`src/rtl/branch_target_buffer_if.sv`:
```
// Lookup, resolve/update and statistics signals between the fetch/memory stages and the BTB.
// The BTB sits on the slave side; the pipeline (or a bench) drives the master side.
interface branch_target_buffer_if #(
   parameter int unsigned XLEN = 32
);
   logic [XLEN-1:0] lk_pc;
   logic            lk_hit;
   logic            lk_taken;
   logic [XLEN-1:0] lk_target;
   logic            upd_valid;
   logic [XLEN-1:0] upd_pc;
   logic            upd_taken;
   logic [XLEN-1:0] upd_target;
   logic            upd_pred_taken;
   logic [XLEN-1:0] upd_pred_target;
   logic            inv_all;
   logic            mispredict;
   logic [XLEN-1:0] redirect_pc;
   logic [31:0]     stat_branches;
   logic [31:0]     stat_mispred;

   modport master (
      output lk_pc, upd_valid, upd_pc, upd_taken, upd_target,
             upd_pred_taken, upd_pred_target, inv_all,
      input  lk_hit, lk_taken, lk_target, mispredict, redirect_pc,
             stat_branches, stat_mispred
   );

   modport slave (
      input  lk_pc, upd_valid, upd_pc, upd_taken, upd_target,
             upd_pred_taken, upd_pred_target, inv_all,
      output lk_hit, lk_taken, lk_target, mispredict, redirect_pc,
             stat_branches, stat_mispred
   );
endinterface

```
`src/rtl/branch_target_buffer.sv`:
```
// Direct-mapped branch target buffer with saturating direction counters, combinational lookup,
// MEM-stage misprediction detection, bulk invalidate and saturating statistics counters.
module branch_target_buffer #(
   parameter int unsigned XLEN     = 32,
   parameter int unsigned ENTRIES  = 16,
   parameter int unsigned CNT_W    = 2,
   parameter int unsigned CNT_INIT = 2
) (
   input logic                  clk,
   input logic                  rst,
   branch_target_buffer_if.slave bus
);
   localparam int unsigned IDX_W = $clog2(ENTRIES);
   localparam int unsigned TAG_W = XLEN - 2 - IDX_W;
   localparam logic [CNT_W-1:0] CNT_MAX = '1;
   localparam logic [CNT_W-1:0] CNT_RST = CNT_W'(CNT_INIT);
   localparam logic [31:0]      STAT_MAX = '1;

   logic             valid_q [ENTRIES];
   logic             valid_d [ENTRIES];
   logic [TAG_W-1:0] tag_q   [ENTRIES];
   logic [TAG_W-1:0] tag_d   [ENTRIES];
   logic [XLEN-1:0]  tgt_q   [ENTRIES];
   logic [XLEN-1:0]  tgt_d   [ENTRIES];
   logic [CNT_W-1:0] cnt_q   [ENTRIES];
   logic [CNT_W-1:0] cnt_d   [ENTRIES];
   logic [31:0]      stat_br_q, stat_br_d;
   logic [31:0]      stat_mp_q, stat_mp_d;

   logic [IDX_W-1:0] lk_idx, upd_idx;
   logic [TAG_W-1:0] lk_tag, upd_tag;
   logic             lk_hit_c, lk_taken_c, upd_hit_c, mispredict_c;
   logic             unused_pc_bits;

   assign lk_idx  = bus.lk_pc[IDX_W+1:2];
   assign lk_tag  = bus.lk_pc[XLEN-1:IDX_W+2];
   assign upd_idx = bus.upd_pc[IDX_W+1:2];
   assign upd_tag = bus.upd_pc[XLEN-1:IDX_W+2];
   assign unused_pc_bits = ^{bus.lk_pc[1:0], bus.upd_pc[1:0]};

   // Lookup reads only registered table state, so same-cycle updates are never bypassed.
   assign lk_hit_c      = valid_q[lk_idx] && (tag_q[lk_idx] == lk_tag);
   assign lk_taken_c    = lk_hit_c && cnt_q[lk_idx][CNT_W-1];
   assign bus.lk_hit    = lk_hit_c;
   assign bus.lk_taken  = lk_taken_c;
   assign bus.lk_target = lk_taken_c ? tgt_q[lk_idx] : bus.lk_pc + XLEN'(4);

   assign upd_hit_c    = valid_q[upd_idx] && (tag_q[upd_idx] == upd_tag);
   assign mispredict_c = bus.upd_valid &&
                         ((bus.upd_pred_taken != bus.upd_taken) ||
                          (bus.upd_taken && (bus.upd_pred_target != bus.upd_target)));
   assign bus.mispredict    = mispredict_c;
   assign bus.redirect_pc   = bus.upd_taken ? bus.upd_target : bus.upd_pc + XLEN'(4);
   assign bus.stat_branches = stat_br_q;
   assign bus.stat_mispred  = stat_mp_q;

   // Table next state: invalidate wins over the resolved-branch update.
   always_comb begin
      valid_d = valid_q;
      tag_d   = tag_q;
      tgt_d   = tgt_q;
      cnt_d   = cnt_q;
      if (bus.inv_all) begin
         for (int i = 0; i < int'(ENTRIES); i++) valid_d[i] = 1'b0;
      end else if (bus.upd_valid) begin
         if (upd_hit_c) begin
            if (bus.upd_taken) begin
               tgt_d[upd_idx] = bus.upd_target;
               if (cnt_q[upd_idx] != CNT_MAX) cnt_d[upd_idx] = cnt_q[upd_idx] + CNT_W'(1);
            end else if (cnt_q[upd_idx] != '0) begin
               cnt_d[upd_idx] = cnt_q[upd_idx] - CNT_W'(1);
            end
         end else if (bus.upd_taken) begin
            valid_d[upd_idx] = 1'b1;
            tag_d[upd_idx]   = upd_tag;
            tgt_d[upd_idx]   = bus.upd_target;
            cnt_d[upd_idx]   = CNT_RST;
         end
      end
   end

   always_comb begin
      stat_br_d = stat_br_q;
      stat_mp_d = stat_mp_q;
      if (bus.upd_valid && (stat_br_q != STAT_MAX)) stat_br_d = stat_br_q + 32'd1;
      if (mispredict_c && (stat_mp_q != STAT_MAX))  stat_mp_d = stat_mp_q + 32'd1;
   end

   always_ff @(posedge clk) begin
      if (!rst) begin
         for (int i = 0; i < int'(ENTRIES); i++) begin
            valid_q[i] <= 1'b0;
            tag_q[i]   <= '0;
            tgt_q[i]   <= '0;
            cnt_q[i]   <= CNT_RST;
         end
         stat_br_q <= '0;
         stat_mp_q <= '0;
      end else begin
         valid_q   <= valid_d;
         tag_q     <= tag_d;
         tgt_q     <= tgt_d;
         cnt_q     <= cnt_d;
         stat_br_q <= stat_br_d;
         stat_mp_q <= stat_mp_d;
      end
   end
endmodule

```
`src/flat_wrapper.sv`:
```
// flat-port wrapper written by rule: the top's interface ports become plain ports
module branch_target_buffer_flat 
#(
   parameter int unsigned XLEN     = 32,
   parameter int unsigned ENTRIES  = 16,
   parameter int unsigned CNT_W    = 2,
   parameter int unsigned CNT_INIT = 2
)
  (clk, rst, bus_lk_pc, bus_upd_valid, bus_upd_pc, bus_upd_taken, bus_upd_target, bus_upd_pred_taken, bus_upd_pred_target, bus_inv_all, bus_lk_hit, bus_lk_taken, bus_lk_target, bus_mispredict, bus_redirect_pc, bus_stat_branches, bus_stat_mispred);
  branch_target_buffer_if #(.XLEN(XLEN)) bus_i ();
  input logic clk;
  input logic rst;
  input wire logic [$bits(bus_i.lk_pc)-1:0] bus_lk_pc;
  input wire logic [$bits(bus_i.upd_valid)-1:0] bus_upd_valid;
  input wire logic [$bits(bus_i.upd_pc)-1:0] bus_upd_pc;
  input wire logic [$bits(bus_i.upd_taken)-1:0] bus_upd_taken;
  input wire logic [$bits(bus_i.upd_target)-1:0] bus_upd_target;
  input wire logic [$bits(bus_i.upd_pred_taken)-1:0] bus_upd_pred_taken;
  input wire logic [$bits(bus_i.upd_pred_target)-1:0] bus_upd_pred_target;
  input wire logic [$bits(bus_i.inv_all)-1:0] bus_inv_all;
  output wire logic [$bits(bus_i.lk_hit)-1:0] bus_lk_hit;
  output wire logic [$bits(bus_i.lk_taken)-1:0] bus_lk_taken;
  output wire logic [$bits(bus_i.lk_target)-1:0] bus_lk_target;
  output wire logic [$bits(bus_i.mispredict)-1:0] bus_mispredict;
  output wire logic [$bits(bus_i.redirect_pc)-1:0] bus_redirect_pc;
  output wire logic [$bits(bus_i.stat_branches)-1:0] bus_stat_branches;
  output wire logic [$bits(bus_i.stat_mispred)-1:0] bus_stat_mispred;
  assign bus_i.lk_pc = bus_lk_pc;
  assign bus_i.upd_valid = bus_upd_valid;
  assign bus_i.upd_pc = bus_upd_pc;
  assign bus_i.upd_taken = bus_upd_taken;
  assign bus_i.upd_target = bus_upd_target;
  assign bus_i.upd_pred_taken = bus_upd_pred_taken;
  assign bus_i.upd_pred_target = bus_upd_pred_target;
  assign bus_i.inv_all = bus_inv_all;
  assign bus_lk_hit = bus_i.lk_hit;
  assign bus_lk_taken = bus_i.lk_taken;
  assign bus_lk_target = bus_i.lk_target;
  assign bus_mispredict = bus_i.mispredict;
  assign bus_redirect_pc = bus_i.redirect_pc;
  assign bus_stat_branches = bus_i.stat_branches;
  assign bus_stat_mispred = bus_i.stat_mispred;
  branch_target_buffer #(.XLEN(XLEN), .ENTRIES(ENTRIES), .CNT_W(CNT_W), .CNT_INIT(CNT_INIT)) u_core (.clk(clk), .rst(rst), .bus(bus_i));
endmodule
```
`config.mk`:
```
export PLATFORM = sky130hd
export DESIGN_NAME = branch_target_buffer_flat
export DESIGN_NICKNAME = d
export VERILOG_FILES = /design/src/rtl/branch_target_buffer_if.sv /design/src/rtl/branch_target_buffer.sv /design/src/flat_wrapper.sv
export SDC_FILE = /design/constraint.sdc
export NUM_CORES = 2
export LEC_CHECK = 0
export BUFFER_PORTS_ARGS = -buffer_cell sky130_fd_sc_hd__buf_2
export CAP_MARGIN = 20
export CORE_MARGIN = 8
export CORE_UTILIZATION = 38
export DETAILED_ROUTE_END_ITERATION = 8
export PLACE_DENSITY = 0.66
export REMOVE_ABC_BUFFERS = 1
export SKIP_LAST_GASP = 1
export SLEW_MARGIN = 20
export SYNTH_ARGS = -nofsm -noshare
export SYNTH_HDL_FRONTEND = slang
export SYNTH_SLANG_ARGS = --single-unit
```
`constraint.sdc`:
```
create_clock -name clk -period 6.5 [get_ports clk]
set_clock_uncertainty 0.05 [all_clocks]
set_input_delay 0.325 -clock clk [delete_from_list [all_inputs] [get_ports clk]]
set_output_delay 0.325 -clock clk [all_outputs]
set_load 0.05 [all_outputs]
```
Word-level counts from Yosys, hierarchy flattened
Index checks and enable logic that the tools add are counted.
{"block": "word_totals", "ff_bits": 1040, "in_bits": 134, "out_inout_bits": 131, "word_cells": 149}
{"block": "classes", "n_addsub": 6, "n_lt_le_gt_ge": 3, "n_eq_ne": 8, "mux": 40, "n_bitwise": 9, "n_reduce_logical": 17}
{"cell": "$bwmux 512", "count": 1}
{"cell": "$bwmux 416", "count": 1}
{"cell": "$mux 32", "count": 10}
{"cell": "$bmux 26 s4", "count": 2}
{"cell": "$mux 26", "count": 5}
{"cell": "$bmux 32 s4", "count": 1}
{"cell": "$demux 32 s4", "count": 1}
{"cell": "$demux 26 s4", "count": 1}
{"cell": "$add 32x1->32 const B", "count": 2}
{"cell": "$add 32x3->32 const B", "count": 2}
{"cell": "$bwmux 32", "count": 2}
{"cell": "$ne 32x32->1 const B", "count": 2}
{"cell": "$eq 26x26->1", "count": 2}
{"cell": "$ne 32x32->1", "count": 1}
{"cell": "$or 16x16->16", "count": 2}
{"cell": "$and 16x16->16", "count": 1}
{"cell": "$bmux 2 s4", "count": 2}
{"cell": "$not 16->16", "count": 1}
{"cell": "$ge 5x5->1 const B", "count": 2}
{"cell": "$mux 2", "count": 5}
{"cell": "$not 4->5", "count": 2}
{"cell": "$bmux 1 s4", "count": 2}
{"cell": "$demux 2 s4", "count": 1}
{"cell": "$logic_and 1x1->1", "count": 8}
{"cell": "15 further kinds", "count": 24}

Logic depth before layout (Yosys ltp)
{"block": "depth", "word_depth": 9, "ltp_mapped": 16, "depth_no_buf": 10}

Worst setup path after synthesis
No wires, ideal clock.
{"block": "synth_timing", "path_kind": "in2out", "from": "input port bus_lk_pc[2]", "to": "output port bus_lk_target[10]", "arrival_ns": 4.271, "t_required_ns": 6.125, "slack_ns": 1.854, "cell_stages": 14, "path_buffers": 6, "cell_sequence": "buf_4 -> buf_4 -> buf_2 -> buf_2 -> mux4_2 -> a211oi_1 -> a21oi_1 -> xnor2_1 -> nand3_1 -> nor4_4 -> and2_1 -> buf_4 -> buf_6 -> o21ai_0"}
{"block": "synth_via", "elab_chain_cells": 8, "elab_cells_between_ends": 18, "cone_classes": "add/sub: 1; eq/ne: 1; mux: 13; bitwise: 1; reduce/logical: 2"}
{"item": "from (decl)", "line_no": "flat_wrapper.sv:13", "text": "input wire logic [$bits(bus_i.lk_pc)-1:0] bus_lk_pc;"}
{"item": "$not 4->5 (implied by the code) *", "line_no": "branch_target_buffer.sv:42", "text": "assign lk_hit_c = valid_q[lk_idx] && (tag_q[lk_idx] == lk_tag);"}
{"item": "$bmux 26 s4", "line_no": "branch_target_buffer.sv:42"}
{"item": "$mux 26 (implied by the code) (2 in series)", "line_no": "branch_target_buffer.sv:42"}
{"item": "$eq 26x26->1", "line_no": "branch_target_buffer.sv:42"}
{"item": "$logic_and 1x1->1 *", "line_no": "branch_target_buffer.sv:42"}
{"item": "net bus_lk_hit", "line_no": "flat_wrapper.sv:21", "text": "output wire logic [$bits(bus_i.lk_hit)-1:0] bus_lk_hit;"}
{"item": "$logic_and 1x1->1 *", "line_no": "branch_target_buffer.sv:43", "text": "assign lk_taken_c = lk_hit_c && cnt_q[lk_idx][CNT_W-1];"}
{"item": "net bus_lk_taken", "line_no": "flat_wrapper.sv:22", "text": "output wire logic [$bits(bus_i.lk_taken)-1:0] bus_lk_taken;"}
{"item": "$mux 32 *", "line_no": "branch_target_buffer.sv:46", "text": "assign bus.lk_target = lk_taken_c ? tgt_q[lk_idx] : bus.lk_pc + XLEN'(4);"}
{"item": "to (decl)", "line_no": "flat_wrapper.sv:23", "text": "output wire logic [$bits(bus_i.lk_target)-1:0] bus_lk_target;"}
Mark *: on every way through the listed nets, which the timed path passes. The rest lies on a longest branch. The select of a mux whose other input is x is not followed.

Final worst setup path
{"block": "layout_timing", "from": "input port bus_lk_pc[2]", "to": "output port bus_lk_target[26]"}
{"block": "layout_via", "elab_chain_cells": 8, "elab_cells_between_ends": 18, "cone_classes": "add/sub: 1; eq/ne: 1; mux: 13; bitwise: 1; reduce/logical: 2"}
{"item": "$not 4->5 (implied by the code)", "line_no": "branch_target_buffer.sv:42, branch_target_buffer.sv:43, branch_target_buffer.sv:46"}
{"item": "$bmux 26 s4", "line_no": "branch_target_buffer.sv:42"}
{"item": "$mux 26 (implied by the code) (2 in series)", "line_no": "branch_target_buffer.sv:42"}
{"item": "$eq 26x26->1", "line_no": "branch_target_buffer.sv:42"}
{"item": "$logic_and 1x1->1", "line_no": "branch_target_buffer.sv:42"}
{"item": "$logic_and 1x1->1", "line_no": "branch_target_buffer.sv:43"}
{"item": "$mux 32 *", "line_no": "branch_target_buffer.sv:46"}
Mark *: on every way between the ends. The rest lies on a longest branch, timed or not. The select of a mux whose other input is x is not followed.

==> reports/metrics.yaml <==
outcome: "finished clean"
first_pass_iters: 8
initial_core_util: 0.3824
grt_usage: 0.2641
final_core_util: 0.4276
cts_buffers: 109
relSlewSlack: 0.01539
yosys_most_used_dff: "dfxtp_1"
clkSinkCount: 1040
drc_errors: 0
endpoint_kind: "output port"
syn_inst: 6017
setup_tns_ns: 0
nets: 6006
worstMarginPinSlew_ns: 1.477
grt_pass1_vias: 47400
layout-drive-gt1-share: 0.1729
rsz0062_at_grt: "no"
postCtsResizedCells: 0
gp_congestion: 0.9280
cts_tree: "done"
num_vias: 49150
hold_class: "primary input to flip-flop"
routed_wl_mm: 218.8
critPathMaxFanout: 34
die_area_sq_um: 156800
dpl.hpwl_mm: 129.2
power_uw: 14300
ir_drop_mv: 0.2198
avgSynthCellArea_sq_um: 9.119
synth_top_area_share: 0.3794
synth_edf_count: 0
wl_per_cell_um: 27.82
hold_viol_final: 0
clockBufferDepth: 3
worstPathRequired_ns: 6.12
final_antenna_net_count: 0
area_delta_synth_final_pct: 11.83
grt_overflow_total: 0
dieWidth_um: 396.0
p_leak_uw: 0.02016
worstSetupPathType: "primary input to output port"
drt_iter0_drc: 6817
synth_area_leader_cell: "dfxtp_1"
finalSetupViolCount: 0
cp_data_arrival_time_ns: 5.30
yosysWarnings: 0
power_density_nw_per_um2: 233.1
rows: 139
antenna_found_initial: 30
clock_latency_ns: 0.75
synth.area.top_cells: "dfxtp_1, mux4_2, a21boi_0"
synthArstFlopShare: 0
crit_path_start_kind: "primary input"
portBuffers: 264
seq_area_frac_synth: 0.3794
period_share: 0.8726
finalMaxSlewViolations: 0
die_height_um: 396.0
path_clk_slew_ns: 0.06
htreeDepth: 3
viasPerCell: 6.246
clock_tree.root_cell: "clkbuf_16"
grt_pass1_wl_mm: 317.2
synth.distinct_cells: 58
grt_max_degree: 277
synthesis.area_sq_um: 54870
cap_violations: 0
coreArea_sq_um: 143500
clock.fmax_ghz: 0.1763
ys_ff_latch: 1040
io_pins: 265
period_minus_slack_ns: 5.672
## final timing paths
kind	start	to	slack, ns	depth (start not counted)
setup / recovery	bus_lk_pc[2]	bus_lk_target[26]	0.83	12
hold / removal	bus_upd_pc[24]	u_core.tag_q[70]	0.04	3
setup reg to reg	u_core.tag_q[305]	u_core.tag_q[63]	2.22	10
hold reg to reg	u_core.tgt_q[175]	u_core.tgt_q[175]	0.41	2
## logic make-up after synthesis
kind of cell / count (synthesis) / share of synthesized area
buffers and inverters: 686 / 0.05097
and+or+nand+nor: 1967 / 0.1596
DFF: 1040 / 0.3794
AOI/OAI and AO/OA: 1553 / 0.1906
xor gates and xnor gates: 186 / 0.02969
muxes: 576 / 0.1876
adders and majority gates: 9 / 0.002052
## worst max-delay path, cell delays in order
cell     delay (ns)
buf_8          0.38
buf_12         0.36
mux4_2         0.54
mux4_2         0.51
xor2_1         0.16
nor4_1         0.50
nand4_1        0.24
nor4_4         0.65
and2_2         0.38
buf_4          0.42
mux2_2         0.41
buf_2          0.22
## cell usage after synthesis (all sizes together), types with 12 or more instances
| cell | n |
|---|---|
| a21boi | 941 |
| a21oi | 15 |
| a22oi | 20 |
| a41oi | 16 |
| and2 | 80 |
| and3 | 32 |
| and4 | 12 |
| buf | 212 |
| clkbuf | 459 |
| dfxtp | 1040 |
| inv | 14 |
| mux2 | 79 |
| mux2i | 143 |
| mux4 | 354 |
| nand2 | 1132 |
| nand3 | 489 |
| nand4 | 47 |
| nor2 | 65 |
| nor2b | 33 |
| nor3 | 17 |
| nor4 | 18 |
| o21ai | 473 |
| o22ai | 30 |
| or3 | 15 |
| xnor2 | 111 |
| xor2 | 75 |
## through the flow
step,setup slack [ns],hold slack (ns),instance area [sq um],std cells
6_report,0.8278,0.03805,61360,7868
3_3_place_gp,1.104,0.3975,57260,7623
3_5_place_dp,0.9226,0.4051,57280,7624
5_1_grt,0.7213,0.03166,61340,7859
2_1_floorplan,-7.606,0.3900,52130,5346
4_1_cts,0.9348,0.002057,61320,7854
## power breakdown
part / internal (uW) / switching (uW) / leakage, uW / total, uW
sequential: 6400 / 18.2 / 0.00838 / 6420
combinational: 405 / 877 / 0.00994 / 1280
clock: 3780 / 2820 / 0.00184 / 6600
## final cells by class
cell class	instances	area [sq um]
fillers	13780	82120
multi-input cells	4291	31570
flip-flops and latches	1040	20820
clock buffers	160	3241
repair buffers	406	2770
well taps	1903	2381
clock inverters	39	484.2
inverters	15	56.30
diodes	14	35.03
## timing repair
| action | 4_1_cts | 5_1_grt |
|---|---|---|
| buffers inserted | 0 | 0 |
| endpoints found under the setup margin | 0 | 0 |
| hold endpoints to repair | 405 | 0 |
| hold buffers | 31 | 0 |
## registers in the layout, summed over array words and instances (netlist names)
name / count
u_core.tag_q: 416
u_core.bus.stat_branches: 32
u_core.valid_q: 16
u_core.bus.stat_mispred: 32
u_core.cnt_q: 32
u_core.tgt_q: 512
## routing by layer
metal | GRT usage | vias up | part of all wire
met2 | 0.3883 | 3143 | 0.43
met1 | 0.3419 | 24160 | 0.38
li1 | - | 21060 | -
met4 | 0.1362 | 24 | 0.060
met5 | 0 | - | 0.00076
met3 | 0.09197 | 764 | 0.13
## layout by cell type, fill, tap and decap left out, types with 16 or more instances in the layout
cell,n
nand2_1,1129
dfxtp_1,1040
a21boi_0,701
nand3_1,476
o21ai_0,473
mux4_2,354
buf_2,255
a21boi_1,240
mux2i_1,143
xnor2_1,111
clkbuf_16,110
buf_4,95
and2_1,79
mux2_2,79
xor2_1,74
nor2_1,48
nand4_1,47
nor2b_1,33
and3_1,32
clkbuf_8,31
dlygate4sd3_1,31
o22ai_1,30
a22oi_1,20
clkbuf_1,20
buf_12,20
nor3_1,17
clkinv_2,17
nor4_1,16
nor2_4,16
a41oi_1,16
Power figures use the tool's default switching activity.
